==> src/rtl/synapse_pkg.sv <==
// Shared types and default sizing for the synapse scheduler.
package synapse_pkg;

  typedef enum logic {
    IDLE  = 1'b0,
    ISSUE = 1'b1
  } sched_state_e;

  localparam int DEF_NCH   = 8;
  localparam int DEF_WIDTH = 8;
  localparam int DEF_CNTW  = 8;

  function automatic logic [5:0] popcount32(input logic [31:0] v);
    logic [5:0] n;
    n = '0;
    for (int i = 0; i < 32; i++) begin
      n = n + 6'(v[i]);
    end
    return n;
  endfunction

endpackage

==> src/rtl/rr_arbiter.sv <==
// Round-robin picker: first requester at or after last_i+1 (mod p_nch).
module rr_arbiter #(
  parameter int p_nch = 8,
  parameter int p_chw = $clog2(p_nch)
) (
  input  logic [p_nch-1:0] req_i,
  input  logic [p_chw-1:0] last_i,
  output logic [p_nch-1:0] gnt_o,
  output logic [p_chw-1:0] idx_o,
  output logic             any_o
);

  always_comb begin
    logic [p_chw-1:0] c;
    c     = '0;
    gnt_o = '0;
    idx_o = '0;
    any_o = 1'b0;
    for (int i = 0; i < p_nch; i++) begin
      c = p_chw'((int'(last_i) + 1 + i) % p_nch);
      if (!any_o && req_i[c]) begin
        any_o    = 1'b1;
        gnt_o[c] = 1'b1;
        idx_o    = c;
      end
    end
  end

endmodule

==> src/rtl/synapse_scheduler.sv <==
// Serialises per-channel spike pulses into a valid/ready weight stream.
// Define SYNAPSE_SCHED_DROPCNT_EN to build the saturating lost-spike counter.
module synapse_scheduler
  import synapse_pkg::*;
#(
  parameter int p_nch   = DEF_NCH,
  parameter int p_width = DEF_WIDTH,
  parameter int p_cntw  = DEF_CNTW
) (
  input  logic                       i_clk,
  input  logic                       i_rst_n,
  input  logic [p_nch-1:0]           i_event,
  input  logic [p_nch*p_width-1:0]   i_weight,
  input  logic                       i_ready,
  output logic [p_nch-1:0]           o_clr,
  output logic                       o_valid,
  output logic [p_width-1:0]         o_weight,
  output logic [$clog2(p_nch)-1:0]   o_ch,
  output logic [p_cntw-1:0]          o_drop_cnt
);

  localparam int CHW = $clog2(p_nch);

  sched_state_e       state_q;
  logic [p_nch-1:0]   pending_q, pending_d;
  logic [p_nch-1:0]   clr_q;
  logic               valid_q;
  logic [CHW-1:0]     ch_q, last_q;
  logic [p_width-1:0] weight_q;

  logic [p_nch-1:0]   gnt_oh, grant_mask;
  logic [CHW-1:0]     gnt_idx;
  logic               gnt_any, handshake, do_grant;
  logic [p_width-1:0] weight_arr [p_nch];

  for (genvar gi = 0; gi < p_nch; gi++) begin : g_wsplit
    assign weight_arr[gi] = i_weight[gi*p_width +: p_width];
  end

  rr_arbiter #(.p_nch(p_nch), .p_chw(CHW)) u_arb (
    .req_i  (pending_q),
    .last_i (last_q),
    .gnt_o  (gnt_oh),
    .idx_o  (gnt_idx),
    .any_o  (gnt_any)
  );

  // A new grant may follow a completed handshake in the same cycle.
  assign handshake  = valid_q & i_ready;
  assign do_grant   = gnt_any & ((state_q == IDLE) | handshake);
  assign grant_mask = do_grant ? gnt_oh : '0;
  // Set wins over the grant clear, so a spike landing on its own grant is kept.
  assign pending_d  = (pending_q & ~grant_mask) | i_event;

  always_ff @(posedge i_clk or negedge i_rst_n) begin
    if (!i_rst_n) begin
      state_q   <= IDLE;
      pending_q <= '0;
      clr_q     <= '0;
      valid_q   <= 1'b0;
      ch_q      <= '0;
      weight_q  <= '0;
      last_q    <= CHW'(p_nch - 1);
    end else begin
      pending_q <= pending_d;
      clr_q     <= i_event;
      case (state_q)
        IDLE:  if (do_grant) state_q <= ISSUE;
        ISSUE: if (handshake && !do_grant) state_q <= IDLE;
      endcase
      if (do_grant) begin
        valid_q  <= 1'b1;
        ch_q     <= gnt_idx;
        weight_q <= weight_arr[gnt_idx];
        last_q   <= gnt_idx;
      end else if (handshake) begin
        valid_q  <= 1'b0;
      end
    end
  end

  assign o_clr    = clr_q;
  assign o_valid  = valid_q;
  assign o_ch     = ch_q;
  assign o_weight = weight_q;

`ifdef SYNAPSE_SCHED_DROPCNT_EN
  localparam logic [p_cntw+6:0] CNT_MAX = (p_cntw+7)'({p_cntw{1'b1}});

  logic [p_nch-1:0]  drop;
  logic [p_cntw+6:0] drop_sum;
  logic [p_cntw-1:0] drop_cnt_q, drop_cnt_d;

  assign drop       = i_event & pending_q & ~grant_mask;
  assign drop_sum   = (p_cntw+7)'(drop_cnt_q) + (p_cntw+7)'(popcount32(32'(drop)));
  assign drop_cnt_d = (drop_sum > CNT_MAX) ? {p_cntw{1'b1}} : drop_sum[p_cntw-1:0];

  always_ff @(posedge i_clk or negedge i_rst_n) begin
    if (!i_rst_n) drop_cnt_q <= '0;
    else          drop_cnt_q <= drop_cnt_d;
  end

  assign o_drop_cnt = drop_cnt_q;
`else
  assign o_drop_cnt = '0;
`endif

endmodule

==> config.mk <==
export PLATFORM = sky130hd
export DESIGN_NAME = synapse_scheduler
export DESIGN_NICKNAME = d
export VERILOG_FILES = /design/src/rtl/synapse_pkg.sv /design/src/rtl/rr_arbiter.sv /design/src/rtl/synapse_scheduler.sv
export SDC_FILE = /design/constraint.sdc
export NUM_CORES = 1
export LEC_CHECK = 0
export ABC_AREA = 0
export BUFFER_PORTS_ARGS = -buffer_cell sky130_fd_sc_hd__buf_4
export CORE_MARGIN = 1
export CORE_UTILIZATION = 40
export CTS_CLUSTER_SIZE = 30
export DETAILED_ROUTE_END_ITERATION = 16
export PLACE_DENSITY = 0.74
export SYNTH_ARGS = -nofsm -noshare
export SYNTH_HDL_FRONTEND = slang
export SYNTH_SLANG_ARGS = --single-unit
==> constraint.sdc <==
create_clock -name i_clk -period 11.13 [get_ports i_clk]
set_input_delay 1.113 -clock i_clk [delete_from_list [all_inputs] [get_ports i_clk]]
set_output_delay 1.113 -clock i_clk [all_outputs]
set_load 0.02 [all_outputs]
# Yosys cells after proc, flatten, opt, wreduce, memory -nomap -nowiden
# Cells that the tools add are included.
# Widths: inputs -> output; s select.
# op_classes
n_addsub	8
order_cmp	17
mux	65
bitwise	15
n_reduce_logical	25
# op_table
op	count
$mux 8	11
$or 8x8->8	8
$lt 3x4->1 const B	8
$mux 1	28
$bmux 1 s3	8
$bmux 8 s3	1
$demux 1 s3	8
$ge 3x1->1 const B	8
$mux 3	8
$logic_and 1x1->1	16
$add 3x3->3 const B	4
$and 8x8->8	1
$logic_not 1->1	8
$not 8->8	1
$add 3x1->3 const B	2
$add 3x2->3 const B	2
$ge 4x4->1 const B	1
$not 3->4	1
$and 1x1->1	2
$pmux 1 s2	1
$reduce_bool 2->1	1
$not 1->1	1
$or 1x1->1	1
# word_totals
register_bits	32
inputBits	75
out_inout_bits	28

# Depth between registers and ports, before layout
# Gate-level depths: netlist (run 1).
# logic_depth
depth_word	30
mapped_depth	17
ltp_nobuf	11

# Modules after synthesis
# From an unflattened synthesis (run 1), not the netlist that was laid out.
# hier_totals
hier_cells	337
area_unflattened_um2	3305.7
# modules_own_cells
module	instances	cells_each	area_each_um2
synapse_scheduler	1	147	1840.5
rr_arbiter	1	190	1465.2

# Worst setup path after synthesis (run 1)
# Ideal clock, no wire load.
# synth_path
path_type	register to register
start	register last_q[0]
end	register weight_q[3] (netlist: o_weight[3])
setup_time_ps	126
arrival_time_ps	3954
setup_slack_ps	7050
path_stages_with_launch	18
n_path_buf	6
period_less_slack_ps	4080
cell_sequence	dfstp_2 -> buf_6 -> inv_1 -> clkbuf_1 -> ha_1 -> buf_2 -> buf_4 -> nor3_1 -> a2111oi_0 -> a211oi_2 -> nand4_1 -> buf_2 -> a311oi_4 -> a221oi_4 -> buf_6 -> mux2i_1 -> mux2i_1 -> a221o_1
# synth_between
elab_chain_len	29
elab_cells_between_ends	59
# synth_rtl
element	line_no	source
from (decl)	synapse_scheduler.sv:28	logic [CHW-1:0] ch_q, last_q;
from (signal assigned)	synapse_scheduler.sv:63	last_q <= CHW'(p_nch - 1);
from (signal assigned)	synapse_scheduler.sv:75	last_q <= gnt_idx;
$add 3x1->3 *	rr_arbiter.sv:20	c = p_chw'((int'(last_i) + 1 + i) % p_nch);
branches (longest 28 deep; another with $add 3x2->3)	n/a	
to (signal assigned)	synapse_scheduler.sv:74	weight_q <= weight_arr[gnt_idx];
to (decl)	synapse_scheduler.sv:29	logic [p_width-1:0] weight_q;
# Every way passes the cells marked *. The select of a mux whose other input is x is not followed.
# A chain may end at the register's enable or synchronous reset.

# Worst setup path after layout (run 1)
# Same ends and word-level chain as after synthesis.

==> Implementation_results.wiki, run 1 <==
{| class="wikitable"
! Metric !! Value
|-
| Number of buffer and inverter instances along the worst setup path || 2
|-
| Cell area after synthesis || 3320 µm²
|-
| Quantity of I/O buffers inserted on ports || 94
|-
| Hold Path Cell Cnt || 1
|-
| Transition time of the tightest slew-check pin || 1080 ps
|-
| Final Worst Setup Slack || 5230 ps
|-
| Maximum buffer depth of the clock tree || 2
|-
| Most frequent cells in the layout || 99 x buf_4, 53 x mux2i_1, 29 x dfrtp_1, 27 x nor2_1, 22 x nand2_1
|-
| Wire length of the first global-routing pass || 14800 µm
|-
| Worst ir drop on vdd || 0.293 mV
|-
| Critical path startpoint category || flip-flop
|-
| Final setup viols || 0
|-
| Delay contributed by the slowest stage of the critical path || 980 ps
|-
| Required time at the worst-slack endpoint || 11360 ps
|-
| Largest net degree at the start of global routing || 40
|-
| Fraction of registers with async set/reset || 1.00
|-
| Gate Count Post-Synth || 363
|-
| Clock Root Buffer || clkbuf_8
|-
| Core Rows || 32
|-
| Top sig layer || met4
|-
| Total wire length || 9750 µm
|-
| Max stage delay cell, worst path || dfstp_2
|-
| Achievable frequency || 169 MHz
|-
| Worst hold path endpoint || o_ch[0]
|-
| CTS tree || built
|-
| Most frequent standard cell in the layout excluding fill and tap cells || buf_4
|-
| H-Tree Level Count || 2
|-
| Post-synth EDFFs || 0
|-
| Proportion of layout cells with a drive suffix above 1 || 0.307
|-
| Met2 routed WL || 4870 µm
|-
| Worst hold path class || reg -> reg
|-
| Wire length on met3 || 826 µm
|-
| Clk sinks || 32
|-
| Crit-path leading delay family || simple AND/OR/NAND/NOR gates
|-
| X dimension of the die || 93.2 µm
|-
| Most common flop cell mapped by yosys || dfrtp_1
|-
| Gp weighted congestion || 0.993
|-
| Setup repair after global routing missed its margin || no
|-
| Biggest fanout along the worst timing path || 39
|-
| Full die area || 8680 µm²
|-
| Wire length on met1 || 3820 µm
|-
| Vias in the first global route || 2980
|-
| Total vias in the final route || 3307
|-
| DP HPWL || 7330 µm
|-
| Launch point of the worst reg-to-reg path || last_q[0]
|-
| Number of synthesized register bits || 32
|-
| Capture point of the worst reg-to-reg path || o_weight[3]
|-
| Average via count per standard cell || 6.15
|-
| 1st-pass router iterations || 5
|-
| Number of buffers created by CTS || 5
|-
| CP arrival || 6130 ps
|-
| Die height || 93.2 µm
|-
| Relative slew slack || 0.277
|-
| Final layout net count || 512
|-
| Number of diodes added for antenna fixing || 0
|-
| Number of antenna violations at the first check in global routing || 0
|-
| Clock latency at the later pin of the worst-skew pair || 290 ps
|-
| Count of cell types in the netlist || 66
|-
| Sequential-to-total area share from yosys stat || 0.242
|-
| Final Non-Filler Cells || 538
|-
| Post-route fraction of the period consumed by the critical path || 0.530
|-
| Routed WL per cell || 18.1 µm
|-
| Ratio of total power to cell area || 395 nW/µm²
|-
| DRC errors left || 0
|-
| Clock-pin slew on the worst setup and hold paths || 70 ps
|-
| Critical-path cell list || inv_1, ha_1, buf_4, nor2b_1, a2111oi_0, a211oi_2, nand4_1, nor4_1, o32ai_2, or3b_1, o22ai_1, a221o_1
|-
| Outcome || completed
|-
| Slack of the worst reg-to-reg path || 5230 ps
|-
| Leak || 1.74 nW
|-
| Overall track demand over capacity in global routing || 0.219
|-
| Ports || 103
|-
| Buffers inserted by post-CTS timing repair || 0
|-
| Area of the core region || 7890 µm²
|-
| Starting density of the core || 0.421
|-
| Number of gates given a new drive strength after cts || 0
|-
| Category of the worst setup path capture point || flip-flop
|-
| Time the worst path needs with I/O delays and setup || 5900 ps
|-
| Setup tns final || 0 ps
|-
| Average size of a mapped cell || 9.16 µm²
|-
| Ys Warns || 0
|-
| Worst Path Class, Setup || reg -> reg
|-
| Area growth from synthesis to final layout || 23.2%
|-
| Final Slew Violations || 0
|-
| Final number of hold-violating endpoints || 0
|-
| # hold bufs at CTS || 0
|-
| Final worst clock skew || 7.40 ps
|-
| Antenna-violating nets left || 0
|-
| Depth of the worst register-to-register path || 12
|-
| Placed Cells || 530
|-
| Total of max-cap violations || 0
|-
| Detailed router's first-iteration violation count || 423
|-
| Worst slack at placement || 5280 ps
|-
| Hold Crit Start || o_ch[0]
|-
| Grt total ovfl || 0
|}
==> Yosys cell counts, drive strengths merged (4+ instances only) <==
cell type / instances / share of area
mux2i: 54 / 0.16
dfrtp: 29 / 0.22
nor2: 27 / 0.030
buf: 22 / 0.049
nand2: 22 / 0.025
clkbuf: 19 / 0.021
nor3: 16 / 0.024
a21o: 14 / 0.034
mux4: 12 / 0.081
o22ai: 12 / 0.023
o21ai: 11 / 0.017
a221o: 9 / 0.027
inv: 8 / 0.0090
a21oi: 7 / 0.011
nand2b: 7 / 0.013
nand3: 7 / 0.011
a211oi: 6 / 0.017
nand4: 5 / 0.0094
o211ai: 5 / 0.011
a221oi: 4 / 0.016
nor2b: 4 / 0.0098
o21a: 4 / 0.0090
o31ai: 4 / 0.0090
or2: 4 / 0.0075
==> layer usage <==
layer  GRT usage  vias up
li1            -     1512
met4      0.0846        0
met5           0        -
met3      0.0366       22
met2       0.343      184
met1       0.300     1589
==> cells by family after synthesis <==
family / Yosys count / synth area share
muxes: 66 / 0.245
AOI/OAI and AO/OA: 102 / 0.244
DFF: 32 / 0.242
adders and majority gates: 2 / 0.00753
and+or+nand+nor: 105 / 0.158
other: 1 / 0.00113
buffers and inverters: 49 / 0.0794
xor gates and xnor gates: 6 / 0.0226
==> stage by stage <==
stage / total power [W] / instance area, µm² / hold slack (ps) / util
detailed placement: 0.00149 / 4000 / 469 / 0.507
finish: 0.00162 / 4100 / 492 / 0.519
global route: 0.00172 / 4100 / 507 / 0.519
floorplan: 0.00127 / 3350 / 475 / -
global placement: 0.00150 / 4000 / 476 / 0.507
CTS: 0.00160 / 4100 / 497 / 0.519
==> where the power goes <==
group | switching [W] | internal [W]
logic | 0.000736 | 0.000555
clock network | 0.0000451 | 0.0000564
registers | 0.0000693 | 0.000154
==> registers in the layout, summed over array words and instances, names as in the netlist <==
register	count
last_q	3
o_ch	3
o_clr	8
o_valid	1
o_weight	8
pending_q	8
state_q	1
==> how the worst max path moves through the flow <==
stage / start / endpoint / slack [ps] / cells after the start
4_1_cts: last_q[0] / o_weight[5] / 5280 / 12
6_report: last_q[0] / o_weight[3] / 5230 / 12
2_1_floorplan: last_q[0] / o_weight[3] / 7050 / 17
3_5_place_dp: last_q[0] / o_weight[5] / 5280 / 12
3_3_place_gp: last_q[0] / o_weight[2] / 5660 / 11
5_1_grt: last_q[0] / o_weight[3] / 4870 / 12
==> cell type report <==
class	instances	area, µm²
tap	102	128
timing repair buffer	99	743
multi-input combinational	289	2290
sequential	32	805
fill	717	3790
clock buffer	8	100
inverter	8	30.0
Power figures use the tool's default switching activity.
==> run 2, diff against run 1 <==
--- a/config.mk
+++ b/config.mk
@@ -5,13 +5,13 @@
 export SDC_FILE = /design/constraint.sdc
 export NUM_CORES = 1
 export LEC_CHECK = 0
-export ABC_AREA = 0
+export ABC_AREA = 1
 export BUFFER_PORTS_ARGS = -buffer_cell sky130_fd_sc_hd__buf_4
 export CORE_MARGIN = 1
 export CORE_UTILIZATION = 40
 export CTS_CLUSTER_SIZE = 30
 export DETAILED_ROUTE_END_ITERATION = 16
-export PLACE_DENSITY = 0.74
+export PLACE_DENSITY = 0.76
 export SYNTH_ARGS = -nofsm -noshare
 export SYNTH_HDL_FRONTEND = slang
 export SYNTH_SLANG_ARGS = --single-unit
==> constraint.sdc (replaced) <==
create_clock -name i_clk -period 5.1 [get_ports i_clk]
set_input_delay 0.51 -clock i_clk [delete_from_list [all_inputs] [get_ports i_clk]]
set_output_delay 0.51 -clock i_clk [all_outputs]
set_load 0.02 [all_outputs]
==> run 2 against run 1 <==
Net effect: synthesized cell count is 69% higher; synthesized area up 8.4%; cell area rose by 7.0%; clock power grew 130%; die area increased by 8.2%; sequential power up 100%; clock skew grew 3.8 ps; non-clock buffer count unchanged; global-route usage is 2.2 points higher; maximum frequency rose by 50%; hold slack lost 340 ps; setup slack worse by 4100 ps; largest cell class unchanged.
==> Implementation_results.wiki, run 2 <==
{| class="wikitable"
! Metric !! Value
|-
| Full die area || 9400 µm² (was 8680 µm²)
|-
| X dimension of the die || 96.9 µm (was 93.2 µm)
|-
| Number of gates given a new drive strength after cts || 0 (unchanged)
|-
| Setup tns final || 0 ps (unchanged)
|-
| Most instantiated library cell after synthesis || nand2_1 (was mux2i_1)
|-
| Total of max-cap violations || 0 (unchanged)
|-
| Critical-path cell list || inv_4, ha_1, inv_2, nand2_2, nand2_4, nand2_1, nand2_1, nand2_1, nand2_1, nor2_2, nand4_1, nand2_1, nand2_1, nand2_1, nor2_4, nand2_2, nand2_1, nand3_1, nand2_1, nand2_1, nand3_1 (was inv_1, ha_1, buf_4, nor2b_1, a2111oi_0, a211oi_2, nand4_1, nor4_1, o32ai_2, or3b_1, o22ai_1, a221o_1)
|-
| Met2 Track Usage GR || 0.405 (was 0.343)
|-
| Final worst clock skew || 11.2 ps (was 7.40 ps)
|-
| Fraction of registers with async set/reset || 1.00 (unchanged)
|-
| Cell area after synthesis || 3600 µm² (was 3320 µm²)
|-
| Clock-pin slew on the worst setup and hold paths || 70 ps (about the same)
|-
| Relative slew slack || 0.628 (was 0.277)
|-
| H-Tree Level Count || 2 (unchanged)
|-
| Slack of the worst reg-to-reg path || 1170 ps (was 5230 ps)
|-
| Leak || 2.58 nW (was 1.74 nW)
|-
| Final design utilization || 0.503 (was 0.519)
|-
| Category of the worst setup path capture point || flip-flop (unchanged)
|-
| Quantity of I/O buffers inserted on ports || 94 (unchanged)
|-
| Top area cells in the synthesized netlist || nand2_1 24%, dfrtp_1 20%, nand3_1 13% (was dfrtp_1 22%, mux2i_1 16%, mux4_2 8.1%)
|-
| Number of buffers created by CTS || 5 (unchanged)
|-
| Sequential-to-total area share from yosys stat || 0.223 (was 0.242)
|-
| Final layout net count || 773 (was 512)
|-
| Die height || 96.9 µm (was 93.2 µm)
|-
| Number of synthesized register bits || 32 (unchanged)
|-
| Worst ir drop on vdd || 0.317 mV (was 0.293 mV)
|-
| Number of antenna violations at the first check in global routing || 0 (unchanged)
|-
| Cell seen most often among critical-path stages || nand2_1
|-
| Cell taking the most area after synthesis || nand2_1 (was dfrtp_1)
|-
| Core Rows || 34 (was 32)
|-
| Total wire length || 11300 µm (was 9750 µm)
|-
| Detailed router's first-iteration violation count || 304 (was 423)
|-
| Grt met1 use || 0.315 (was 0.300)
|-
| Routed WL per cell || 14.1 µm (was 18.1 µm)
|-
| Starting density of the core || 0.413 (was 0.421)
|-
| Final Slew Violations || 0 (unchanged)
|-
| Average size of a mapped cell || 5.87 µm² (was 9.16 µm²)
|-
| Buffers inserted by post-CTS timing repair || 0 (unchanged)
|-
| Top post-synthesis cells by count || 228 x nand2_1, 93 x nand3_1, 91 x inv_1 (was 53 x mux2i_1, 29 x dfrtp_1, 27 x nor2_1)
|-
| 1st-pass router iterations || 5 (unchanged)
|-
| Overall track demand over capacity in global routing || 0.241 (was 0.219)
|-
| Final setup viols || 0 (unchanged)
|-
| Required time at the worst-slack endpoint || 5270 ps (was 11360 ps)
|-
| Number of buffer and inverter instances along the worst setup path || 2 (unchanged)
|-
| Final number of hold-violating endpoints || 0 (unchanged)
|-
| CP arrival || 4090 ps (was 6130 ps)
|-
| Ys Warns || 0 (unchanged)
|-
| Total vias in the final route || 4207 (was 3307)
|-
| Vias in the first global route || 3922 (was 2980)
|-
| Average via count per standard cell || 5.23 (was 6.15)
|-
| Ratio of total power to cell area || 825 nW/µm² (was 395 nW/µm²)
|-
| Grt total ovfl || 0 (unchanged)
|-
| Clock Root Buffer || clkbuf_8 (unchanged)
|-
| Critical path startpoint category || flip-flop (unchanged)
|-
| Global-route met3 utilization || 0.0173 (was 0.0366)
|-
| Max stage delay cell, worst path || ha_1 (was dfstp_2)
|-
| Achievable frequency || 255 MHz (was 169 MHz)
|-
| # hold bufs at CTS || 0 (unchanged)
|-
| Most used routing layer || met2 (unchanged)
|-
| Time the worst path needs with I/O delays and setup || 3930 ps (was 5900 ps)
|-
| Post-route fraction of the period consumed by the critical path || 0.770 (was 0.530)
|-
| Biggest fanout along the worst timing path || 33 (was 39)
|-
| Largest net degree at the start of global routing || 34 (was 40)
|-
| DP HPWL || 8930 µm (was 7330 µm)
|-
| Clock latency at the later pin of the worst-skew pair || 290 ps (about the same)
|-
| Crit-path leading delay family || simple AND/OR/NAND/NOR gates (unchanged)
|-
| Number of diodes added for antenna fixing || 0 (unchanged)
|-
| Worst hold path class || in -> async (was reg -> reg)
|-
| Count of cell types in the netlist || 41 (was 66)
|-
| Fraction of post-synthesis cell area in the top cell type by area || 0.237 (was 0.218)
|-
| Outcome || completed (unchanged)
|-
| Fill cells || 888 (was 717)
|-
| DRC errors left || 0 (unchanged)
|-
| Area growth from synthesis to final layout || 21.6% (was 23.2%)
|-
| Wire length of the first global-routing pass || 18700 µm (was 14800 µm)
|-
| Proportion of layout cells with a drive suffix above 1 || 0.228 (was 0.307)
|-
| Most frequent cells in the layout || 228 x nand2_1, 99 x buf_4, 93 x nand3_1, 91 x inv_1, 29 x dfrtp_1 (was 99 x buf_4, 53 x mux2i_1, 29 x dfrtp_1, 27 x nor2_1, 22 x nand2_1)
|-
| Delay contributed by the slowest stage of the critical path || 650 ps (was 980 ps)
|-
| Ports || 103 (unchanged)
|-
| Transition time of the tightest slew-check pin || 555 ps (was 1080 ps)
|-
| Post-synth EDFFs || 0 (unchanged)
|-
| Most common flop cell mapped by yosys || dfrtp_1 (unchanged)
|-
| Most frequent standard cell in the layout excluding fill and tap cells || nand2_1 (was buf_4)
|-
| CTS tree || built (unchanged)
|-
| Antenna-violating nets left || 0 (unchanged)
|-
| Gp weighted congestion || 0.949 (was 0.993)
|-
| Clk sinks || 32 (unchanged)
|-
| Worst Path Class, Setup || reg -> reg (unchanged)
|-
| Gate Count Post-Synth || 614 (was 363)
|-
| Area of the core region || 8720 µm² (was 7890 µm²)
|-
| Maximum buffer depth of the clock tree || 2 (unchanged)
|-
| Setup repair after global routing missed its margin || no (unchanged)
|}
run 2: cell count changes after synthesis, moves of 18 or more:
| cell | delta |
|---|---|
| nand2_1 | +206 |
| inv_1 | +84 |
| clkbuf_1 | -18 |
| nand3_1 | +86 |
| nand2_2 | +18 |
| mux2i_1 | -53 |
run 2: final cells by class:
class	instances	area [µm²]	share of cell area
Multi-Input combinational cell	458	2210	0.505
Timing Repair Buffer	99	743	0.170
Clock buffer	6	72.6	0.0166
Tap cell	108	135	0.0308
Clock inverter	2	35.0	0.00799
Sequential cell	32	805	0.184
Inverter	100	378	0.0862
run 2: cell families (layout without fill, tap and decap cells):
family	Yosys count	in the layout	share of synthesized area
DFF	32	32	0.223
and+or+nand+nor	404	404	0.524
adders and majority gates	2	2	0.00694
other	1	8	0.00104
buffers and inverters	131	207	0.170
AOI/OAI and AO/OA	44	44	0.0750
run 2: final timing paths:
kind	startpoint	to	cells after the start
setup / recovery	last_q[0]	o_weight[3]	21
max in group asynchronous	i_rst_n	last_q[2]	1
hold reg to reg	o_ch[1]	o_ch[1]	2
min in group i_clk	i_event[5]	o_clr[5]	1
hold / removal	i_rst_n	o_valid	1
setup reg to reg	last_q[0]	o_weight[3]	21
run 2: layer usage:
metal  up-vias  wire length, µm
met3        31              750
met5         -                0
met2       216             5240
met4         0              403
met1      1888             4930
li1       2072                -
run 2: where the power goes:
group / internal, W / total (W) / switching (W)
logic: 0.000886 / 0.00293 / 0.00204
clock network: 0.000145 / 0.000238 / 0.0000933
registers: 0.000365 / 0.000455 / 0.0000896
total: 0.00140 / 0.00362 / 0.00222
run 2: worst register-to-register path, cell delays in order (launching register included):
cell and delay [ps]:
dfstp_2 550, inv_4 100, ha_1 650, inv_2 270, nand2_2 260, nand2_4 130
nand2_1 80, nand2_1 50, nand2_1 70, nand2_1 110, nor2_2 140, nand4_1 210
nand2_1 120, nand2_1 50, nand2_1 90, nor2_4 50, nand2_2 410, nand2_1 120
nand3_1 90, nand2_1 60, nand2_1 110, nand3_1 80
run 2: metrics by stage:
step / setup WS, ps / instance area, µm² / hold WS [ps] / std cells / power [W]
3_5_place_dp: 1200 / 4280 / 470 / 797 / 0.00334
2_1_floorplan: 2040 / 3630 / 214 / 621 / 0.00274
5_1_grt: 802 / 4380 / 182 / 805 / 0.00402
3_3_place_gp: 1350 / 4280 / 463 / 797 / 0.00333
4_1_cts: 1220 / 4380 / 159 / 805 / 0.00359
6_report: 1170 / 4380 / 148 / 805 / 0.00362
